<file path="config.mk">
export PLATFORM = sky130hd
export DESIGN_NAME = rlbp_code_collector
export DESIGN_NICKNAME = d
export VERILOG_FILES = /design/src/rtl/rlbp_pkg.sv /design/src/rtl/rlbp_sync_fifo.sv /design/src/rtl/rlbp_code_collector.sv
export SDC_FILE = /design/constraint.sdc
export NUM_CORES = 1
export LEC_CHECK = 0
export CORE_MARGIN = 10
export CORE_UTILIZATION = 30
export DETAILED_ROUTE_END_ITERATION = 8
export HOLD_SLACK_MARGIN = 0.12
export REMOVE_ABC_BUFFERS = 1
export SYNTH_ARGS = -nofsm -noshare
export SYNTH_HDL_FRONTEND = slang
export SYNTH_SLANG_ARGS = --single-unit
</file>
<file path="constraint.sdc">
create_clock -name clk -period 4.75 [get_ports clk]
set_clock_uncertainty 0.15 [all_clocks]
set_input_delay 0.475 -clock clk [delete_from_list [all_inputs] [get_ports clk]]
set_output_delay 0.475 -clock clk [all_outputs]
set_load 0.03 [all_outputs]
</file>
<file path="src/rtl/rlbp_pkg.sv">
// Shared constants and helpers for the RLBP code collector.
// Entry layout: {parity (RLBP_COLLECTOR_PARITY_EN only), pixel_idx, code}.
package rlbp_pkg;

    localparam int RLBP_NBITS = 8;
    localparam int RLBP_PIX_W = 12;

    localparam int CODE_LSB = 0;
    localparam int IDX_LSB  = RLBP_NBITS;
    localparam int PAR_BIT  = RLBP_NBITS + RLBP_PIX_W;

    function automatic int lvl_w(input int depth);
        return $clog2(depth + 1);
    endfunction

endpackage

</file>
<file path="src/rtl/rlbp_sync_fifo.sv">
// First-word-fall-through FIFO with wrap-bit pointers.
// A push into a full FIFO is taken only when a pop frees a slot in the same cycle.
module rlbp_sync_fifo
    import rlbp_pkg::*;
#(
    parameter int WIDTH = 8,
    parameter int DEPTH = 16
) (
    input  logic                    clk,
    input  logic                    rst_n,
    input  logic                    clear,
    input  logic                    push,
    input  logic                    pop,
    input  logic [WIDTH-1:0]        din,
    output logic [WIDTH-1:0]        dout,
    output logic                    full,
    output logic                    empty,
    output logic [lvl_w(DEPTH)-1:0] level
);

    localparam int AW = $clog2(DEPTH);
    localparam int LW = lvl_w(DEPTH);

    logic [AW:0]      wptr;
    logic [AW:0]      rptr;
    logic [WIDTH-1:0] mem [DEPTH];
    logic             do_push;
    logic             do_pop;

    assign empty = (wptr == rptr);
    assign full  = (wptr[AW] != rptr[AW]) &&
                   (wptr[AW-1:0] == rptr[AW-1:0]);
    assign level = LW'(wptr - rptr);
    assign dout  = mem[rptr[AW-1:0]];

    assign do_pop  = pop && !empty;
    assign do_push = push && (!full || do_pop);

    always_ff @(posedge clk or negedge rst_n) begin
        if (!rst_n) begin
            wptr <= '0;
            rptr <= '0;
            for (int i = 0; i < DEPTH; i++) begin
                mem[i] <= '0;
            end
        end else if (clear) begin
            wptr <= '0;
            rptr <= '0;
        end else begin
            if (do_push) begin
                mem[wptr[AW-1:0]] <= din;
                wptr              <= wptr + 1'b1;
            end
            if (do_pop) begin
                rptr <= rptr + 1'b1;
            end
        end
    end

endmodule

</file>
<file path="src/rtl/rlbp_code_collector.sv">
// Deserialises comparator bits into pixel-tagged LBP codes and queues them.
// Define RLBP_COLLECTOR_PARITY_EN to append an even-parity bit as the entry MSB.
module rlbp_code_collector
    import rlbp_pkg::*;
#(
    parameter int NBITS = RLBP_NBITS,
    parameter int DEPTH = 16,
    parameter int PIX_W = RLBP_PIX_W
) (
    input  logic                    clk,
    input  logic                    rst_n,
    input  logic                    clear,
    input  logic                    sample_valid,
    input  logic                    sample_bit,
    input  logic                    rd_en,
    output logic                    rd_valid,
`ifdef RLBP_COLLECTOR_PARITY_EN
    output logic [PIX_W+NBITS:0]    rd_data,
`else
    output logic [PIX_W+NBITS-1:0]  rd_data,
`endif
    output logic [lvl_w(DEPTH)-1:0] level,
    input  logic [lvl_w(DEPTH)-1:0] thresh,
    output logic                    irq,
    output logic                    overflow
);

`ifdef RLBP_COLLECTOR_PARITY_EN
    localparam int EW = PIX_W + NBITS + 1;
`else
    localparam int EW = PIX_W + NBITS;
`endif
    localparam int CW = $clog2(NBITS);
    localparam logic [CW-1:0] LAST = CW'(NBITS - 1);

    logic [CW-1:0]    bit_cnt;
    logic [NBITS-2:0] shift;
    logic [PIX_W-1:0] pixel_idx;
    logic [NBITS-1:0] code;
    logic [EW-1:0]    entry;
    logic             complete;
    logic             push;
    logic             pop;
    logic             full;
    logic             empty;

    assign code     = {shift, sample_bit};
    assign complete = sample_valid && (bit_cnt == LAST);
    assign push     = complete && !clear;
    assign pop      = rd_en && !clear;

`ifdef RLBP_COLLECTOR_PARITY_EN
    assign entry = {^code, pixel_idx, code};
`else
    assign entry = {pixel_idx, code};
`endif

    always_ff @(posedge clk or negedge rst_n) begin
        if (!rst_n) begin
            bit_cnt   <= '0;
            shift     <= '0;
            pixel_idx <= '0;
        end else if (clear) begin
            bit_cnt   <= '0;
            shift     <= '0;
            pixel_idx <= '0;
        end else if (sample_valid) begin
            shift <= code[NBITS-2:0];
            if (complete) begin
                bit_cnt   <= '0;
                pixel_idx <= pixel_idx + 1'b1;
            end else begin
                bit_cnt <= bit_cnt + 1'b1;
            end
        end
    end

    // A full FIFO only drops the code when no pop frees a slot this cycle.
    always_ff @(posedge clk or negedge rst_n) begin
        if (!rst_n) begin
            overflow <= 1'b0;
        end else if (clear) begin
            overflow <= 1'b0;
        end else if (push && full && !(pop && rd_valid)) begin
            overflow <= 1'b1;
        end
    end

    rlbp_sync_fifo #(
        .WIDTH (EW),
        .DEPTH (DEPTH)
    ) u_fifo (
        .clk   (clk),
        .rst_n (rst_n),
        .clear (clear),
        .push  (push),
        .pop   (pop),
        .din   (entry),
        .dout  (rd_data),
        .full  (full),
        .empty (empty),
        .level (level)
    );

    assign rd_valid = !empty;
    assign irq      = (thresh != '0) && (level >= thresh);

endmodule

</file>
# == Word level (Yosys, flattened, before mapping) ==
# Index checks and enable logic that the tools add are counted.
# word_totals
register_bits,353
inputBits,11
# op_classes
add_sub_neg,5
magnitude_cmp,4
eq_ne,4
n_mux,20
bitwise,3
reduce_logical,23
# op_table
cell,n
320-bit bitwise mux,1
20-bit binary-select mux with 4-bit select,1
20-bit demux with 4-bit select,1
20-bit 2-to-1 mux,3
12-bit 2-to-1 mux,3
5-bit 2-to-1 mux,4
7-bit 2-to-1 mux,2
"12-bit by 1-bit adder with 12-bit output, second input constant",1
"5-bit by 1-bit adder with 5-bit output, second input constant",2
"5-bit greater-or-equal comparator, second input constant",2
1-bit logical AND,10
4-bit inverter with 5-bit output,2
2-bit nonzero test,5
3-bit 2-to-1 mux,3
5-bit == test,1
5-bit greater-or-equal comparator,1
"5-bit by 1-bit < comparator with 1-bit output, second input constant",1
5-bit nonzero test,1
5-bit subtractor,1
4-bit == test,1
1-bit logical NOT,4
2-bit AND reduction,2
"3-bit by 1-bit adder with 3-bit output, second input constant",1
"3-bit == test, second input constant",1
4 further kinds,5

# == Logic depth before layout (Yosys ltp) ==
# Gate-level depths: netlist (run 1).
# logic_depth
ltp_word,7
mapped_depth,11

# == Modules after synthesis ==
# From an unflattened synthesis (run 1), not the netlist that was laid out.
# unflattened
cells_unflattened,1131
area_unflattened_um2,17559.3
# modules_own_cells
mod,instances,cells_per_inst,area_per_inst_um2,seq_area_each_um2
rlbp_sync_fifo,1,1010,16363.2,8257.9
rlbp_code_collector,1,121,1196.1,575.6

# == Least setup slack after synthesis (run 1) ==
# No wires, ideal clock.
# synth_path
path_type,register -> output
from,register u_fifo.rptr[1]
to,output irq
arrival_ns,3.066
slack_ns,1.059
path_stages_with_launch,11
n_path_buf,2
cell_sequence,dfrtp_1 -> clkbuf_1 -> clkbuf_1 -> inv_1 -> fa_1 -> a21o_1 -> a21oi_1 -> xnor2_1 -> ha_1 -> o22ai_1 -> a21oi_1
# synth_via
elab_chain_len,3
# synth_rtl
item,line,source
"start, declared",rlbp_sync_fifo.sv:25,logic [AW:0] rptr;
"start signal, assigned",rlbp_sync_fifo.sv:55,rptr <= rptr + 1'b1;
5-bit subtractor,rlbp_sync_fifo.sv:33,assign level = LW'(wptr - rptr);
via level[4],rlbp_code_collector.sv:22,"output logic [lvl_w(DEPTH)-1:0] level,"
5-bit greater-or-equal comparator,rlbp_code_collector.sv:106,assign irq = (thresh != '0) && (level >= thresh);
1-bit logical AND,rlbp_code_collector.sv:106,
"end, declared",rlbp_code_collector.sv:24,"output logic irq,"
# The timed path passes the listed nets, and every way through them passes these cells.

# == Worst setup path after layout (run 1) ==
# layout_path
from,register u_fifo.rptr[1]
to,output irq
# layout_via
elab_chain_len,3
# layout_rtl
item,line
5-bit subtractor,rlbp_sync_fifo.sv:33
5-bit greater-or-equal comparator,rlbp_code_collector.sv:106
1-bit logical AND,rlbp_code_collector.sv:106
# Every way passes these cells.

==> results.cfg, run 1 <==
[run_status]
status = complete, no violations

[logic_synthesis]
synth_compound_area_share_pct = 2.927
synth_top_area_share_pct = 54.10
synthSimpleGateAreaFrac_pct = 3.456
synthXorXnorAreaFrac_pct = 1.065
muxShareOfSynthArea_pct = 33.66
synth.distinct_cells = 45
synthTopCellsByArea = dfrtp_1 (54%), mux2_2 (21%), mux4_2 (11%), a22oi_1 (1.8%), ha_1 (1.3%)
yosysWarnings = 0
synth.avg_cell_area_um2 = 14.88
synth_top_family_by_area = multiplexers
synthCells = 1097
synthAdderAreaFrac_pct = 1.425
yosysSeqAreaShare_pct = 54.10
yosysTopAreaCell = dfrtp_1
netlist_area_um2 = 16330
synth_seq_cells = 353

[worst_hold_path]
min_path_type = reg2reg

[floorplanning]
boundaryPins = 39
die_h_um = 253.3
die-area_um2 = 64150
die_w_um = 253.3
core_region_area_um2 = 53810
initial_core_util_pct = 30.34
fp-row-count = 85

[critical_path]
max_stage_delay_ns = 0.71
r2r-end = u_fifo.mem[25]
worstPathMaxFanout = 22
path_common_cell = a21oi_1
crit_buf_inv = 2
crit_chain = inv_1, fa_1, a21o_1, a21oi_1, xnor2_1, ha_1, o22ai_1, a21oi_1, clkdlybuf4s50_1
endpoint_kind = output pin
start_kind = flip-flop
crit_type = reg2out
startpoint = u_fifo.rptr[1]
critPathSlowestCell = clkdlybuf4s50_1
required_ns = 4.12
cpLargestDelayFamily = buffers and inverters
r2r_cells = 7
worst-path-stages = 9
arrival_ns = 3.47
r2r_start = u_fifo.rptr[1]
crit_end = irq
r2r_slack_ns = 1.38

[clock_tree]
cts_made_buffers = 40
insertion_delay_ns = 0.54
cts.htree.levels = 2
cts.sinks = 353
clk_pin_slew_ns = 0.06
cts_tree = built
clockRootBuffer = clkbuf_16
cts_buffer_depth = 3

[final_layout]
seq_area_um2 = 8841
fin_cells = 1841
drive_gt1_share_pct = 43.14
antenna_cells = 0
nets = 1145
multi_input_area_um2 = 6954
syn_to_final_growth_pct = 15.08
utilization_pct = 34.92
fill_cells = 5123
fin_area_um2 = 18790

[timing]
setup_ws_ns = 0.6576
fin_tns_setup_ns = 0
setup_viol = 0
slew_viol_final = 0
rsz0062_at_grt = false
period_share_pct = 86.16
worst_pin_slew_ns = 1.106
worst_slew_margin_rel_pct = 26.18
hold_viol_final = 0
period_minus_slack_ns = 4.092
fmax_mhz = 244.4
hold-worst-slack_ns = 0.3365

[detailed_routing]
wl_mm = 39.11
vias_per_cell = 5.012
wl_per_cell_um = 21.24
drt_iter0_markers = 599
remaining_drc_errors = 0
via_count = 9228
final_antenna_net_count = 0
firstDrtPassIters = 4

[global_route]
grt.total_usage_pct = 12.40
grt_start_max_net_pins = 124
grt-ovfl-total = 0
antenna_found_initial = 0
grt_pass1_wl_mm = 61.62
grt_pass1_vias = 10090

[job]
cap_viol_max_count = 0

[placement]
globalplace.congestion = 0.7719
place_inst = 1769
placed_cell_area_um2 = 17480
dp_hpwl_mm = 23.29
place.port_buffers = 38
dpl_worst_slack_ns = 1.210

[power_and_ir_drop]
cellPowerDensity_nw_per_um2 = 327.8
p_leak_nw = 8.911
power.total_mw = 6.160
ir_drop_mv = 0.2491
what timing repair did:
| item | CTS | global route |
|---|---|---|
| resized for setup | 0 | 0 |
| buffers inserted | 0 | 0 |
| hold buffers | 1 | 0 |
| endpoints found under the hold margin | 117 | 0 |
per-layer routing:
| layer | up-vias | GRT usage, % | routed length [µm] |
|---|---|---|---|
| li1 | 4080 | - | - |
| met1 | 4950 | 16.23 | 17420 |
| met5 | - | 0 | 0 |
| met3 | 53 | 1.886 | 1353 |
| met4 | 0 | 3.183 | 726 |
| met2 | 145 | 21.06 | 19620 |
report_power, final:
group          leakage, nW  internal, mW  total (mW)  switching (mW)
sequential            4.93          3.01        3.02         0.00599
combinational         3.35        0.0225       0.102          0.0793
clock                0.637          1.83        3.04            1.21
layout make-up:
type	count	share of cell area, %
Sequential cell	353	47.05
Multi-Input combinational cell	632	37.01
Clock buffer	65	6.579
Tap cell	696	4.635
Timing Repair Buffer	76	4.115
Clock inverter	6	0.3463
Inverter	13	0.2597
cells in the mapped netlist (all sizes together):
| master | instances |
|---|---|
| dfrtp | 353 |
| mux2 | 320 |
| mux4 | 80 |
| buf | 51 |
| clkbuf | 48 |
| a22oi | 40 |
| nand2 | 34 |
| nor2 | 33 |
| nand3 | 23 |
| ha | 17 |
| inv | 13 |
| a21oi | 12 |
| xor2 | 11 |
| mux2i | 9 |
| xnor2 | 8 |
| and3 | 5 |
| nand2b | 5 |
| and2 | 3 |
| and4 | 3 |
| nand4 | 3 |
| nor3 | 3 |
| o21ai | 3 |
| a21o | 2 |
| a31oi | 2 |
| nand3b | 2 |
| or3 | 2 |
| or4 | 2 |
| a211o | 1 |
| a21bo | 1 |
| a311oi | 1 |
| a31o | 1 |
| a41o | 1 |
| a41oi | 1 |
| fa | 1 |
| nor2b | 1 |
| o211ai | 1 |
| o22ai | 1 |
cell families (layout without fill, tap and decap cells):
family / after synthesis / in the layout
adder cells (fa/ha/maj): 18 / 18
XOR/XNOR: 19 / 19
multiplexers: 409 / 409
AO/OA/AOI/OAI: 67 / 67
AND/OR/NAND/NOR: 119 / 119
buffers and inverters: 112 / 160
flip-flops: 353 / 353
sequential cells by signal (all words and copies together), names as in the netlist:
| signal | flops |
|---|---|
| overflow | 1 |
| shift | 7 |
| pixel_idx | 12 |
| u_fifo.wptr | 5 |
| u_fifo.mem | 320 |
| u_fifo.rptr | 5 |
| bit_cnt | 3 |
layout by cell type, fill, tap and decap left out, drive strengths merged, types with 5 or more instances in the layout:
cell type and instances:
dfrtp 353, and3 5, buf 38, ha 17
a21oi 12, nor2 33, mux2i 9, clkdlybuf4s50 37
nand2 34, mux2 320, mux4 80, inv 15
xnor2 8, xor2 11, nand3 23, nand2b 5
a22oi 40, clkbuf 65
worst min path at each step:
stage                               start  slack [ns]  cells after the start               to
after global routing      u_fifo.mem[187]        0.36                      1  u_fifo.mem[187]
after detailed placement   u_fifo.mem[15]        0.32                      1   u_fifo.mem[15]
after global placement     u_fifo.mem[15]        0.32                      1   u_fifo.mem[15]
final                      u_fifo.mem[15]        0.34                      1   u_fifo.mem[15]
after CTS                  u_fifo.mem[15]        0.34                      1   u_fifo.mem[15]
after floorplan                     rst_n        0.03                      0       bit_cnt[0]
Power figures use the tool's default switching activity.
==> run 2: changes to the inputs <==
- HOLD_SLACK_MARGIN: 0.12 -> default
==> results of run 2 <==
Final layout, timing and power as in run 1 (identical DEF).
